<file path="src/rtl/cv32e41s_tcm_arbiter_if.sv">
// Bus bundle between NUM_REQ OBI-style requesters, the arbiter and one TCM port.
// Handshake: a master's m_req_i is accepted in the cycle its m_gnt_o is high; exactly one
// cycle later the TCM answers with tcm_rvalid_i, which is returned to that master as m_rvalid_o.
interface cv32e41s_tcm_arbiter_if #(
  parameter int NUM_REQ = 2,
  parameter int A_WID   = 32
);
  logic [NUM_REQ-1:0]       m_req_i;
  logic [NUM_REQ-1:0]       m_lock_i;
  logic [NUM_REQ-1:0]       m_we_i;
  logic [4*NUM_REQ-1:0]     m_be_i;
  logic [A_WID*NUM_REQ-1:0] m_addr_i;
  logic [32*NUM_REQ-1:0]    m_wdata_i;
  logic [NUM_REQ-1:0]       m_gnt_o;
  logic [NUM_REQ-1:0]       m_rvalid_o;
  logic [32*NUM_REQ-1:0]    m_rdata_o;
  logic                     tcm_req_o;
  logic                     tcm_we_o;
  logic [3:0]               tcm_be_o;
  logic [A_WID-1:0]         tcm_addr_o;
  logic [31:0]              tcm_wdata_o;
  logic                     tcm_rvalid_i;
  logic [31:0]              tcm_rdata_i;

  // Arbiter side.
  modport slave (
    input  m_req_i, m_lock_i, m_we_i, m_be_i, m_addr_i, m_wdata_i, tcm_rvalid_i, tcm_rdata_i,
    output m_gnt_o, m_rvalid_o, m_rdata_o, tcm_req_o, tcm_we_o, tcm_be_o, tcm_addr_o, tcm_wdata_o
  );

  // Requesters plus TCM side.
  modport master (
    output m_req_i, m_lock_i, m_we_i, m_be_i, m_addr_i, m_wdata_i, tcm_rvalid_i, tcm_rdata_i,
    input  m_gnt_o, m_rvalid_o, m_rdata_o, tcm_req_o, tcm_we_o, tcm_be_o, tcm_addr_o, tcm_wdata_o
  );
endinterface

</file>
<file path="src/rtl/cv32e41s_tcm_arbiter.sv">
// Shares one TCM port among NUM_REQ requesters: same-cycle grant (round-robin or fixed
// priority) with optional per-master lock, and routing of the 1-cycle TCM response.
module cv32e41s_tcm_arbiter #(
  parameter int NUM_REQ    = 2,
  parameter int FIXED_PRIO = 0,
  parameter int A_WID      = 32
) (
  input  logic                   clk_i,
  input  logic                   rst_i,
  cv32e41s_tcm_arbiter_if.slave  bus,
  output logic                   err_o
);
  localparam int IDW = (NUM_REQ > 1) ? $clog2(NUM_REQ) : 1;

  logic [IDW-1:0] rr_ptr_q, rr_ptr_d;
  logic [IDW-1:0] lock_id_q, lock_id_d;
  logic [IDW-1:0] pend_id_q, pend_id_d;
  logic           lock_valid_q, lock_valid_d;
  logic           pend_valid_q, pend_valid_d;
  logic           err_q, err_d;
  logic           rst_shadow_q, rst_shadow_d;

  logic [IDW-1:0] start;
  logic [IDW-1:0] cand;
  logic [IDW-1:0] winner;
  logic           found;
  logic           grant;
  logic           lock_hold;

  always_comb begin
    lock_hold = lock_valid_q && bus.m_req_i[lock_id_q] && bus.m_lock_i[lock_id_q];
    start     = (FIXED_PRIO != 0) ? '0 : rr_ptr_q;
    grant     = |bus.m_req_i;
    winner    = '0;
    cand      = '0;
    found     = 1'b0;
    // First requester at or after the start index, wrapping around.
    for (int i = 0; i < NUM_REQ; i++) begin
      cand = IDW'((int'(start) + i) % NUM_REQ);
      if (!found && bus.m_req_i[cand]) begin
        found  = 1'b1;
        winner = cand;
      end
    end
    if (lock_hold) begin
      winner = lock_id_q;
    end

    rr_ptr_d = rr_ptr_q;
    if (grant && !lock_hold) begin
      rr_ptr_d = (winner == IDW'(NUM_REQ - 1)) ? '0 : winner + 1'b1;
    end
    lock_valid_d = grant && bus.m_lock_i[winner];
    lock_id_d    = grant ? winner : lock_id_q;
    pend_valid_d = grant;
    pend_id_d    = grant ? winner : pend_id_q;

    // A response with nothing pending is tolerated only in the first cycle out of reset.
    err_d = err_q
          | (bus.tcm_rvalid_i & ~pend_valid_q & ~rst_shadow_q)
          | (pend_valid_q & ~bus.tcm_rvalid_i);
    rst_shadow_d = 1'b0;
  end

  always_comb begin
    bus.m_gnt_o     = '0;
    bus.tcm_req_o   = grant;
    bus.tcm_we_o    = 1'b0;
    bus.tcm_be_o    = '0;
    bus.tcm_addr_o  = '0;
    bus.tcm_wdata_o = '0;
    if (grant) begin
      bus.m_gnt_o     = NUM_REQ'(1) << winner;
      bus.tcm_we_o    = bus.m_we_i[winner];
      bus.tcm_be_o    = bus.m_be_i[4*winner +: 4];
      bus.tcm_addr_o  = bus.m_addr_i[A_WID*winner +: A_WID];
      bus.tcm_wdata_o = bus.m_wdata_i[32*winner +: 32];
    end
    // Responses arriving while reset is applied belong to a discarded transfer.
    bus.m_rvalid_o = '0;
    if (bus.tcm_rvalid_i && pend_valid_q && !rst_i) begin
      bus.m_rvalid_o = NUM_REQ'(1) << pend_id_q;
    end
    bus.m_rdata_o = {NUM_REQ{bus.tcm_rdata_i}};
  end

  always_ff @(posedge clk_i) begin
    if (rst_i) begin
      rr_ptr_q     <= '0;
      lock_valid_q <= 1'b0;
      lock_id_q    <= '0;
      pend_valid_q <= 1'b0;
      pend_id_q    <= '0;
      err_q        <= 1'b0;
      rst_shadow_q <= 1'b1;
    end else begin
      rr_ptr_q     <= rr_ptr_d;
      lock_valid_q <= lock_valid_d;
      lock_id_q    <= lock_id_d;
      pend_valid_q <= pend_valid_d;
      pend_id_q    <= pend_id_d;
      err_q        <= err_d;
      rst_shadow_q <= rst_shadow_d;
    end
  end

  assign err_o = err_q;
endmodule

</file>
<file path="src/flat_wrapper.sv">
// flat-port wrapper written by rule: the top's interface ports become plain ports
module cv32e41s_tcm_arbiter_flat 
#(
  parameter int NUM_REQ    = 2,
  parameter int FIXED_PRIO = 0,
  parameter int A_WID      = 32
)
  (clk_i, rst_i, err_o, bus_m_req_i, bus_m_lock_i, bus_m_we_i, bus_m_be_i, bus_m_addr_i, bus_m_wdata_i, bus_tcm_rvalid_i, bus_tcm_rdata_i, bus_m_gnt_o, bus_m_rvalid_o, bus_m_rdata_o, bus_tcm_req_o, bus_tcm_we_o, bus_tcm_be_o, bus_tcm_addr_o, bus_tcm_wdata_o);
  cv32e41s_tcm_arbiter_if #(.NUM_REQ(NUM_REQ), .A_WID(A_WID)) bus_i ();
  input  logic clk_i;
  input  logic rst_i;
  output logic err_o;
  input wire logic [$bits(bus_i.m_req_i)-1:0] bus_m_req_i;
  input wire logic [$bits(bus_i.m_lock_i)-1:0] bus_m_lock_i;
  input wire logic [$bits(bus_i.m_we_i)-1:0] bus_m_we_i;
  input wire logic [$bits(bus_i.m_be_i)-1:0] bus_m_be_i;
  input wire logic [$bits(bus_i.m_addr_i)-1:0] bus_m_addr_i;
  input wire logic [$bits(bus_i.m_wdata_i)-1:0] bus_m_wdata_i;
  input wire logic [$bits(bus_i.tcm_rvalid_i)-1:0] bus_tcm_rvalid_i;
  input wire logic [$bits(bus_i.tcm_rdata_i)-1:0] bus_tcm_rdata_i;
  output wire logic [$bits(bus_i.m_gnt_o)-1:0] bus_m_gnt_o;
  output wire logic [$bits(bus_i.m_rvalid_o)-1:0] bus_m_rvalid_o;
  output wire logic [$bits(bus_i.m_rdata_o)-1:0] bus_m_rdata_o;
  output wire logic [$bits(bus_i.tcm_req_o)-1:0] bus_tcm_req_o;
  output wire logic [$bits(bus_i.tcm_we_o)-1:0] bus_tcm_we_o;
  output wire logic [$bits(bus_i.tcm_be_o)-1:0] bus_tcm_be_o;
  output wire logic [$bits(bus_i.tcm_addr_o)-1:0] bus_tcm_addr_o;
  output wire logic [$bits(bus_i.tcm_wdata_o)-1:0] bus_tcm_wdata_o;
  assign bus_i.m_req_i = bus_m_req_i;
  assign bus_i.m_lock_i = bus_m_lock_i;
  assign bus_i.m_we_i = bus_m_we_i;
  assign bus_i.m_be_i = bus_m_be_i;
  assign bus_i.m_addr_i = bus_m_addr_i;
  assign bus_i.m_wdata_i = bus_m_wdata_i;
  assign bus_i.tcm_rvalid_i = bus_tcm_rvalid_i;
  assign bus_i.tcm_rdata_i = bus_tcm_rdata_i;
  assign bus_m_gnt_o = bus_i.m_gnt_o;
  assign bus_m_rvalid_o = bus_i.m_rvalid_o;
  assign bus_m_rdata_o = bus_i.m_rdata_o;
  assign bus_tcm_req_o = bus_i.tcm_req_o;
  assign bus_tcm_we_o = bus_i.tcm_we_o;
  assign bus_tcm_be_o = bus_i.tcm_be_o;
  assign bus_tcm_addr_o = bus_i.tcm_addr_o;
  assign bus_tcm_wdata_o = bus_i.tcm_wdata_o;
  cv32e41s_tcm_arbiter #(.NUM_REQ(NUM_REQ), .FIXED_PRIO(FIXED_PRIO), .A_WID(A_WID)) u_core (.clk_i(clk_i), .rst_i(rst_i), .bus(bus_i), .err_o(err_o));
endmodule
</file>
<file path="config.mk">
export PLATFORM = sky130hd
export DESIGN_NAME = cv32e41s_tcm_arbiter_flat
export DESIGN_NICKNAME = d
export VERILOG_FILES = /design/src/rtl/cv32e41s_tcm_arbiter_if.sv /design/src/rtl/cv32e41s_tcm_arbiter.sv /design/src/flat_wrapper.sv
export SDC_FILE = /design/constraint.sdc
export NUM_CORES = 1
export LEC_CHECK = 0
export CAP_MARGIN = 20
export CORE_AREA = 2 2 123 125
export CTS_CLUSTER_SIZE = 24
export DETAILED_ROUTE_END_ITERATION = 8
export DIE_AREA = 0 0 125 127
export PLACE_DENSITY = 0.58
export SLEW_MARGIN = 10
export SYNTH_ARGS = -nofsm -noshare
export SYNTH_HDL_FRONTEND = slang
export SYNTH_SLANG_ARGS = --single-unit
</file>
<file path="constraint.sdc">
create_clock -name clk_i -period 1.9 [get_ports clk_i]
set_clock_uncertainty 0.05 [all_clocks]
set_input_delay 0.19 -clock clk_i [delete_from_list [all_inputs] [get_ports clk_i]]
set_output_delay 0.19 -clock clk_i [all_outputs]
set_load 0.05 [all_outputs]
</file>
==> flow_summary.ini <==
[status]
status = finished with violations
failed_checks = negative setup slack

[layout]
finalNetCount = 533
fillerInstances = 1411
utilization = 0.339
fin_area_sq_um = 4890
area_growth_pct = 226
diodes = 0
final_layout_size_suffix_gt1_frac = 0.435

[power_and_ir_drop]
power.leakage_nw = 2.02
power.ir.vdd_worst_v = 0.000344
sw_frac_of_total = 0.405
power-per-cell-area_nw_per_um2 = 540
switching_component_of_the_power_mw = 1.07
combinationalPowerShare = 0.818
p_int_mw = 1.57
clkPwrFrac = 0.127
seqPwrFrac = 0.055

[floorplan]
die_area_sq_um = 15900
rows = 44
die_w_um = 125
fp.dieH_um = 127
floorplan.initialDensity = 0.104
core-area_sq_um = 14400
io_pins = 316

[routing]
average_routed_wire_per_standard_cell_um = 18.0
dr_total_vias = 2161
drtAntennaViolNets = 0
drtPass1Iterations = 4
via_per_inst = 4.02
detail_route.drc_violations = 0
drt_iter0_drc = 38
totalWireLength_mm = 9.68

[logic_synthesis]
yosys.area_share.xor_xnor = 0
count_of_different_cell_masters_after_synthesis = 26
synthCells = 181
synthMuxAreaShare = 0
synth_fp_nets = 358
yosys_register_bits = 6
synth_adder_area_share = 0
dominantRegCellSynth = dfxtp_1
synth_sequential_area_ratio = 0.0800
synth.largest_area_cell = a22o_1
top_cell_types_by_occurrence_after_synthesis = a22o_1 (69), buf_4 (65), buf_2 (7), buf_6 (7), dfxtp_1 (6)
post_synth_main_area_contributors = a22o_1 (40%), buf_4 (33%), dfxtp_1 (8.0%)
area_share_of_and_or_nand_nor_cells_after_synthesis = 0.0517
syn-mean-instance-area_sq_um = 8.30
compound_gate_fraction_of_synth_area = 0.463
asyncSetResetFlopFracSynth = 0
yosys_warnings = 0
synthDominantCellAreaShare = 0.403
synth_enable_flop_cells = 0
synth_top_family_by_area = compound AO/OA/AOI/OAI gates
cell_with_the_most_instances_after_synthesis = a22o_1
syn_area_sq_um = 1500

[critical_path]
worst_setup_path_start_kind = register
criticalPathCategory = register to output port
reg2reg_setup_slack_ns = 0.39
timing.critical_path.arrival_ns = 1.81
critical_path_fanout_max = 14
critical_path.endpoint_type = output port
worstReg2RegStart = u_core.lock_id_q$_SDFFE_PP0N_
timing.reg2reg.worst_path_depth = 5
worstPathRequired_ns = 1.66
timing.rr.end = u_core.lock_id_q$_SDFFE_PP0N_

[job]
cap_violations = 0

[timing]
min_period_ns = 2.05
tightestPinTransition_ns = 0.521
achievable-frequency_mhz = 488
finalCritPeriodShare = 1.08
final-max-slew-violation-count = 0
layout_setup_ws_ns = -0.151
report.final.setup_viol = 69
report.final.hold_viol_count = 0
maxSlewHeadroom = 0.652
rsz0062_at_grt = true

[min_path]
hold_class = input port to output port
min_delay_src = bus_tcm_rdata_i[12]
hold_depth = 0
holdPathEnd = bus_m_rdata_o[12]

[clocking]
cts_buffers = 3
cts-root-to-sink-buffers = 2
clk_root_buffer_cell = clkbuf_16
clk_transition_reported_paths_ns = 0.03
cts_tree = built
cts.hold.buffers_added = 0
clock-sinks = 6
clkLatencyLatePin_ns = 0.23
cts_htree_levels = 1

[place]
gp_routability_congestion = 0.894
dpl_cell_area_sq_um = 4270
io_buffer_count = 219
preCtsSetupSlack_ns = -0.311
dp_hpwl_mm = 7.44

[global_routing]
grt_antenna_before_repair = 0
first_pass_grt_wire_length_mm = 14.0
grt_start_max_net_pins = 29
grt_ovf = 0
vias_in_the_first_global_route = 2416
grt.total_usage = 0.112
-- registers in the layout (all words and copies together) (netlist names) --
| signal | cells |
|---|---|
| u_core.err_o | 1 |
| u_core.lock_id_q | 1 |
| u_core.lock_valid_q | 1 |
| u_core.pend_valid_q | 1 |
| u_core.rr_ptr_q | 1 |
| u_core.rst_shadow_q | 1 |
-- power by group through the flow --
stage	Sequential [mW]	Combinational, mW	Clock, mW
after floorplan	0.150	1.19	0
after global placement	0.145	1.94	0
after detailed placement	0.145	1.95	0
after global routing	0.146	2.22	0.348
final	0.145	2.16	0.335
after CTS	0.144	2.09	0.342
-- final cells by class --
class	count	area, sq um	share of cell area
tap	184	230	0.0471
sequential	6	123	0.0251
inverter	2	7.51	0.00154
clock buffer	3	75.1	0.0154
timing repair buffer	249	3310	0.678
multi-input combinational	94	1140	0.233
-- repair_timing --
action / in CTS / in global routing
gates cloned: 2 / 2
pin swaps: 5 / 5
resized for setup: 39 / 20
endpoints found under the hold margin: 0 / 0
setup buffers: 8 / 0
setup endpoints to repair: 71 / 70
-- metrics by stage --
stage	cells	power, mW	setup TNS, ns	hold WS, ns
finish	538	2.64	-7.55	0.330
global route	538	2.72	-12.09	0.330
CTS	536	2.58	-6.93	0.330
detailed placement	523	2.10	-17.36	0.330
global placement	523	2.09	-15.01	0.330
floorplan	181	1.34	0	0.168
-- kinds of logic (layout without fill, tap and decap cells) --
logic type,after synthesis,after routing
flops,6,6
compound gates,80,80
buf+inv,81,254
simple gates,14,14
-- worst max path at each step --
stage	start	to	slack, ns
after floorplan	u_core.lock_id_q$_SDFFE_PP0N_	bus_tcm_wdata_o[22]	0.09
after global placement	bus_m_req_i[1]	bus_tcm_addr_o[18]	-0.28
after detailed placement	bus_m_req_i[1]	bus_tcm_addr_o[15]	-0.31
after CTS	u_core.lock_id_q$_SDFFE_PP0N_	bus_tcm_wdata_o[0]	-0.14
after global routing	u_core.lock_id_q$_SDFFE_PP0N_	bus_tcm_addr_o[17]	-0.22
final	u_core.lock_id_q$_SDFFE_PP0N_	bus_tcm_addr_o[17]	-0.15
-- placed cells by master, fill, tap and decap left out, drive strengths merged, types with 2 or more instances in the layout --
master         netlist  layout
clkdlybuf4s50        0     141
inv                  2       2
nand2                2       2
nor2                 3       3
dlygate4sd2          0       4
a21oi                2       2
clkbuf               0       4
nor3                 2       2
dfxtp                6       6
a22o                69      69
buf                 79     103
-- worst max-delay path, stage by stage, from the launching register on --
cell and delay, ns:
dfxtp_2 0.35, and3b_2 0.25, buf_6 0.13, o221ai_4 0.17, buf_12 0.19, buf_16 0.15
a22o_1 0.19, buf_12 0.15
-- metal layers --
layer | GRT usage | routed length [um]
met1 | 0.111 | 3300
met2 | 0.227 | 5340
met3 | 0.0251 | 800
met5 | 0 | 0
met4 | 0.0412 | 240
Note: power is estimated with default switching activity, not from simulation.
